==> src/rtl/fir_16_tap.sv <==
// 16-tap FIR for one accelerometer axis: run shifts a sample into the delay line, then one serial MAC per tap.
// Latency: 18 rising edges from the run edge to filter_data updated (1 shift, 16 MAC, 1 write).
// Backpressure: run is ignored while a computation is in flight; busy = run | internal flag.
module fir_16_tap #(
    parameter int TAPS  = 16,
    parameter int ACC_W = 40
) (
    input  logic        clk,
    input  logic        rst,
    input  logic        run,
    output logic        busy,
    input  logic [15:0] sample_in,
    output logic [15:0] filter_data,
    input  logic [15:0] coeff0,
    input  logic [15:0] coeff1,
    input  logic [15:0] coeff2,
    input  logic [15:0] coeff3,
    input  logic [15:0] coeff4,
    input  logic [15:0] coeff5,
    input  logic [15:0] coeff6,
    input  logic [15:0] coeff7,
    input  logic [15:0] coeff8,
    input  logic [15:0] coeff9,
    input  logic [15:0] coeff10,
    input  logic [15:0] coeff11,
    input  logic [15:0] coeff12,
    input  logic [15:0] coeff13,
    input  logic [15:0] coeff14,
    input  logic [15:0] coeff15
);

    localparam logic signed [ACC_W-1:0] SAT_MAX = ACC_W'(32767);
    localparam logic signed [ACC_W-1:0] SAT_MIN = -ACC_W'(32768);

    logic signed [15:0]      dly [TAPS];
    logic        [15:0]      coeff [TAPS];
    logic signed [ACC_W-1:0] acc;
    logic        [4:0]       idx;
    logic                    active;
    logic                    start;
    logic signed [32:0]      prod;
    logic signed [ACC_W-1:0] shifted;
    logic        [15:0]      sat_val;

    assign coeff[0]  = coeff0;
    assign coeff[1]  = coeff1;
    assign coeff[2]  = coeff2;
    assign coeff[3]  = coeff3;
    assign coeff[4]  = coeff4;
    assign coeff[5]  = coeff5;
    assign coeff[6]  = coeff6;
    assign coeff[7]  = coeff7;
    assign coeff[8]  = coeff8;
    assign coeff[9]  = coeff9;
    assign coeff[10] = coeff10;
    assign coeff[11] = coeff11;
    assign coeff[12] = coeff12;
    assign coeff[13] = coeff13;
    assign coeff[14] = coeff14;
    assign coeff[15] = coeff15;

    assign start = run && !active;
    assign busy  = run || active;

    // Unsigned Q0.16 coefficient becomes a 17-bit positive operand so 0xFFFF is not read as -1.
    assign prod    = dly[idx[3:0]] * $signed({1'b0, coeff[idx[3:0]]});
    assign shifted = acc >>> 16;

    // Clamp the floored result into the signed 16-bit output range.
    always_comb begin
        sat_val = shifted[15:0];
        if (shifted > SAT_MAX) begin
            sat_val = 16'h7FFF;
        end else if (shifted < SAT_MIN) begin
            sat_val = 16'h8000;
        end
    end

    // Delay line: shift only when a computation is accepted; contents persist otherwise.
    always_ff @(posedge clk or posedge rst) begin
        if (rst) begin
            for (int k = 0; k < TAPS; k++) begin
                dly[k] <= '0;
            end
        end else if (start) begin
            dly[0] <= sample_in;
            for (int k = 1; k < TAPS; k++) begin
                dly[k] <= dly[k-1];
            end
        end
    end

    // Sequencer: clear on start, one tap per edge while idx < 16, then a write edge ends the run.
    always_ff @(posedge clk or posedge rst) begin
        if (rst) begin
            acc    <= '0;
            idx    <= '0;
            active <= 1'b0;
        end else if (start) begin
            acc    <= '0;
            idx    <= '0;
            active <= 1'b1;
        end else if (active) begin
            if (idx < 5'(TAPS)) begin
                acc <= acc + {{(ACC_W-33){prod[32]}}, prod};
                idx <= idx + 5'd1;
            end else begin
                active <= 1'b0;
            end
        end
    end

    // Output register: updated only on the write edge, holds between computations.
    always_ff @(posedge clk or posedge rst) begin
        if (rst) begin
            filter_data <= '0;
        end else if (active && idx == 5'(TAPS)) begin
            filter_data <= sat_val;
        end
    end

endmodule

==> config.mk <==
export PLATFORM = sky130hd
export DESIGN_NAME = fir_16_tap
export DESIGN_NICKNAME = d
export VERILOG_FILES = /design/src/rtl/fir_16_tap.sv
export SDC_FILE = /design/constraint.sdc
export NUM_CORES = 2
export LEC_CHECK = 0
export CAP_MARGIN = 20
export CORE_MARGIN = 5
export CORE_UTILIZATION = 41
export CTS_BUF_LIST = sky130_fd_sc_hd__clkbuf_8
export DETAILED_ROUTE_END_ITERATION = 10
export PLACE_DENSITY = 0.72
export SYNTH_ARGS = -nofsm -noshare
export SYNTH_HDL_FRONTEND = slang
export SYNTH_SLANG_ARGS = --single-unit
export TNS_END_PERCENT = 1
==> constraint.sdc <==
create_clock -name clk -period 9.1 [get_ports clk]
set_input_delay 0.91 -clock clk [delete_from_list [all_inputs] [get_ports clk]]
set_output_delay 0.91 -clock clk [all_outputs]
set_load 0.01 [all_outputs]
==> impl_table.tex <==
\begin{tabular}{lr}
\hline
Metric & Value \\
\hline
\multicolumn{2}{l}{\textbf{Place}} \\
Cell area after placement & 32870 um\^{}2 \\
Final HPWL from detailed placement & 61940 um \\
Port buffer count & 291 \\
Routability congestion estimate from global placement & 1.032 \\
\multicolumn{2}{l}{\textbf{Clock tree}} \\
Clock root cell & sky130\_fd\_sc\_hd\_\_clkbuf\_8 \\
CTS HTree Levels & 2 \\
Clock tree from TritonCTS & built \\
Number of sinks driven by the clock tree & 318 \\
Clock-pin slew of the registers on the worst-case setup and hold paths & 0.06 ns \\
Buffer depth of the longest clock path & 3 \\
Total CTS buffers & 54 \\
Number of buffers inserted by hold repair at cts & 0 \\
Worst-Skew Late Latency & 0.62 ns \\
\multicolumn{2}{l}{\textbf{Synth}} \\
Number of instances in the synthesized netlist & 2325 \\
Asr flop ratio synth & 1.000 \\
Post-synth EDFFs & 0 \\
Top post-synthesis cells by area & sky130\_fd\_sc\_hd\_\_dfrtp\_1, sky130\_fd\_sc\_hd\_\_fa\_1, sky130\_fd\_sc\_hd\_\_mux4\_2 \\
Sequential element share of the synthesized area & 0.3035 \\
Post-Syn Nets & 2960 \\
Number of library cell types mapped by synthesis & 67 \\
Number of synthesis warnings & 0 \\
Main flop type after synthesis & sky130\_fd\_sc\_hd\_\_dfrtp\_1 \\
Area fraction of the dominant cell type after synthesis & 0.3035 \\
Syn Area/Cell & 11.28 um\^{}2 \\
Leading area contributor after synthesis & sky130\_fd\_sc\_hd\_\_dfrtp\_1 \\
\#FFs+latches synth & 318 \\
Cell area after synthesis & 26220 um\^{}2 \\
\multicolumn{2}{l}{\textbf{Finish}} \\
Area grow syn2layout & 34.13\% \\
Final non-filler cell area & 35170 um\^{}2 \\
Ratio of cells with drive above 1 in the final layout & 0.3490 \\
Total number of nets in the final design & 3621 \\
\multicolumn{2}{l}{\textbf{Floorplan}} \\
Area of the die & 69100 um\^{}2 \\
Number of placement rows & 92 \\
Chip height & 262.9 um \\
Area of the core & 63200 um\^{}2 \\
Die extent in x & 262.9 um \\
I/O pin count & 292 \\
Starting utilization of the core area & 0.4149 \\
\multicolumn{2}{l}{\textbf{Timing}} \\
Crit path setup slack, layout & -0.4701 ns \\
Fin crit share & 1.052 \\
Final count of negative-setup-slack endpoints & 11 \\
Worst hold slack & 0.4921 ns \\
Final hold violation count & 0 \\
Fin Clk Skew & 0.02926 ns \\
Max Clock Freq & 0.1045 GHz \\
Unrepaired setup endpoints after global routing & true \\
Max-slew violation total from the final report & 0 \\
Sum of negative setup slack & -2.638 ns \\
Final min period & 9.570 ns \\
Worst Tran Pin Value & 1.041 ns \\
Relative slew margins & 0.3058 \\
\multicolumn{2}{l}{\textbf{Setup path}} \\
CP Capture Type & flop \\
Crit path max-delay cell type & sky130\_fd\_sc\_hd\_\_mux4\_2 \\
Arrival time of data at the critical path endpoint & 10.06 ns \\
Highest net fanout along the worst path & 8 \\
Worst setup path class & flop to flop \\
Startpoint of the worst setup timing path & idx[0] \\
Startpoint types & flop \\
Data required time of the critical path & 9.59 ns \\
Largest stage delay, worst path & 0.57 ns \\
Critical R2R Launch & idx[0] \\
\multicolumn{2}{l}{\textbf{Routing}} \\
Detail-routed net length per standard cell & 20.21 um \\
First drt pass iteration count & 5 \\
Remaining DRCs & 0 \\
Number of DRC markers in iteration 0 & 1319 \\
Total routed wirelength & 78410 um \\
Antenna Violating Nets Remaining & 0 \\
DR vias & 20.51k \\
Post-DR vias/cell & 5.285 \\
\multicolumn{2}{l}{\textbf{Hold path}} \\
Hold path startpoint & acc[4] \\
Type of the most critical hold path & flop to flop \\
\multicolumn{2}{l}{\textbf{Run}} \\
Max-capacitance violation count & 0 \\
\multicolumn{2}{l}{\textbf{Global route}} \\
Initial antenna violation count & 13 \\
Wire length of the first global-routing pass & 123000 um \\
Maximum number of pins on one net before global-route repair & 192 \\
Vias in the first global route & 22.43k \\
Total GRT Usage & 0.2221 \\
Leftover overflow at the end of global routing & 0 \\
\multicolumn{2}{l}{\textbf{Status}} \\
Outcome & complete, but fails checks \\
Failing checks & setup timing \\
\hline
\end{tabular}
## cells in the mapped netlist (all sizes together) (42+ instances only)
cell	number
o21ai	111
mux4	140
fa	195
dfrtp	318
nand2	194
nor2	182
mux2	277
inv	297
xnor2	42
a21oi	67
clkbuf	79
ha	165
## state kept, by name, summed over array words and instances, names as in the netlist
name	count
dly	256
acc	40
filter_data	16
idx	5
active	1
## layout by cell type, fill, tap and decap left out, types with 11 or more instances in the layout
cell type / Yosys / routed
sky130_fd_sc_hd__nor2b_1: 13 / 13
sky130_fd_sc_hd__buf_4: 0 / 379
sky130_fd_sc_hd__xor2_1: 18 / 17
sky130_fd_sc_hd__mux4_2: 140 / 140
sky130_fd_sc_hd__clkdlybuf4s50_1: 0 / 291
sky130_fd_sc_hd__buf_12: 0 / 28
sky130_fd_sc_hd__buf_6: 1 / 11
sky130_fd_sc_hd__inv_1: 297 / 302
sky130_fd_sc_hd__nand2_1: 194 / 189
sky130_fd_sc_hd__clkbuf_8: 0 / 78
sky130_fd_sc_hd__mux2_2: 277 / 276
sky130_fd_sc_hd__o21a_1: 17 / 14
sky130_fd_sc_hd__ha_1: 165 / 158
sky130_fd_sc_hd__mux2i_1: 20 / 17
sky130_fd_sc_hd__o21ai_2: 2 / 11
sky130_fd_sc_hd__o21ai_0: 89 / 71
sky130_fd_sc_hd__dfrtp_1: 318 / 314
sky130_fd_sc_hd__a21o_1: 14 / 14
sky130_fd_sc_hd__nand2b_1: 29 / 29
sky130_fd_sc_hd__o21ai_1: 20 / 23
sky130_fd_sc_hd__xnor2_1: 42 / 41
sky130_fd_sc_hd__fa_1: 195 / 185
sky130_fd_sc_hd__a21oi_1: 60 / 45
sky130_fd_sc_hd__a21oi_2: 7 / 21
sky130_fd_sc_hd__nor2_1: 181 / 173
## layer usage
metal  share of wire  GRT usage  vias up
met5         0.00079          0        -
met4           0.036    0.07957       10
met3           0.084    0.06994      178
met2            0.49     0.3743      701
met1            0.39     0.2706    10329
li1                -          -     9287
## critical path, delay by kind of cell, from the launching register on
| family | cells | cell delay (ns) |
|---|---|---|
| xor gates and xnor gates | 2 | 0.26 |
| AOI/OAI and AO/OA | 17 | 2.88 |
| adders and majority gates | 8 | 3.64 |
| and+or+nand+nor | 4 | 0.30 |
| buffers and inverters | 8 | 0.78 |
| muxes | 2 | 1.05 |
| DFF | 1 | 0.53 |
## final timing paths
check                      slack (ns)       to  cells after the start
max                             -0.47  acc[37]                     41
min                              0.49   acc[4]                      2
min reg2reg                      0.49   acc[4]                      2
max reg2reg                     -0.47  acc[37]                     41
min in group asynchronous        0.93   idx[4]                      3
max in group asynchronous        6.68   dly[8]                      4
## cell families after synthesis
family          after synthesis  share of synthesized area
simple gates                469                    0.07564
mux                         437                     0.2469
buf+inv                     411                    0.06027
fa+ha+maj                   360                     0.2276
flops                       318                     0.3035
compound gates              270                    0.06600
xor+xnor                     60                    0.02004
## metrics by stage
step	std cells	util	worst slack, ns
CTS	3846	0.5485	-0.3420
finish	3880	0.5564	-0.4701
floorplan	2325	-	-0.02867
detailed placement	3717	0.5201	-1.249
global route	3876	0.5563	-0.7923
global placement	3717	0.5201	-1.093
## final cells by class
| class | count | area [um^2] |
|---|---|---|
| multi-input combinational | 1596 | 17100 |
| inverter | 298 | 1125 |
| timing repair buffer | 718 | 6680 |
| fill | 5113 | 28030 |
| tap | 846 | 1059 |
| antenna | 5 | 12.51 |
| clock inverter | 21 | 145.1 |
| sequential | 318 | 7973 |
| clock buffer | 78 | 1074 |
## what timing repair did
item,CTS,global route
buffers inserted,25,28
pin swaps,38,62
gates cloned,5,1
gates resized for setup,56,56
setup endpoints to repair,15,18
Power is left out: the tool's default activity adds up to more than one toggle a clock period on the data nets, which glitch-free logic cannot reach.
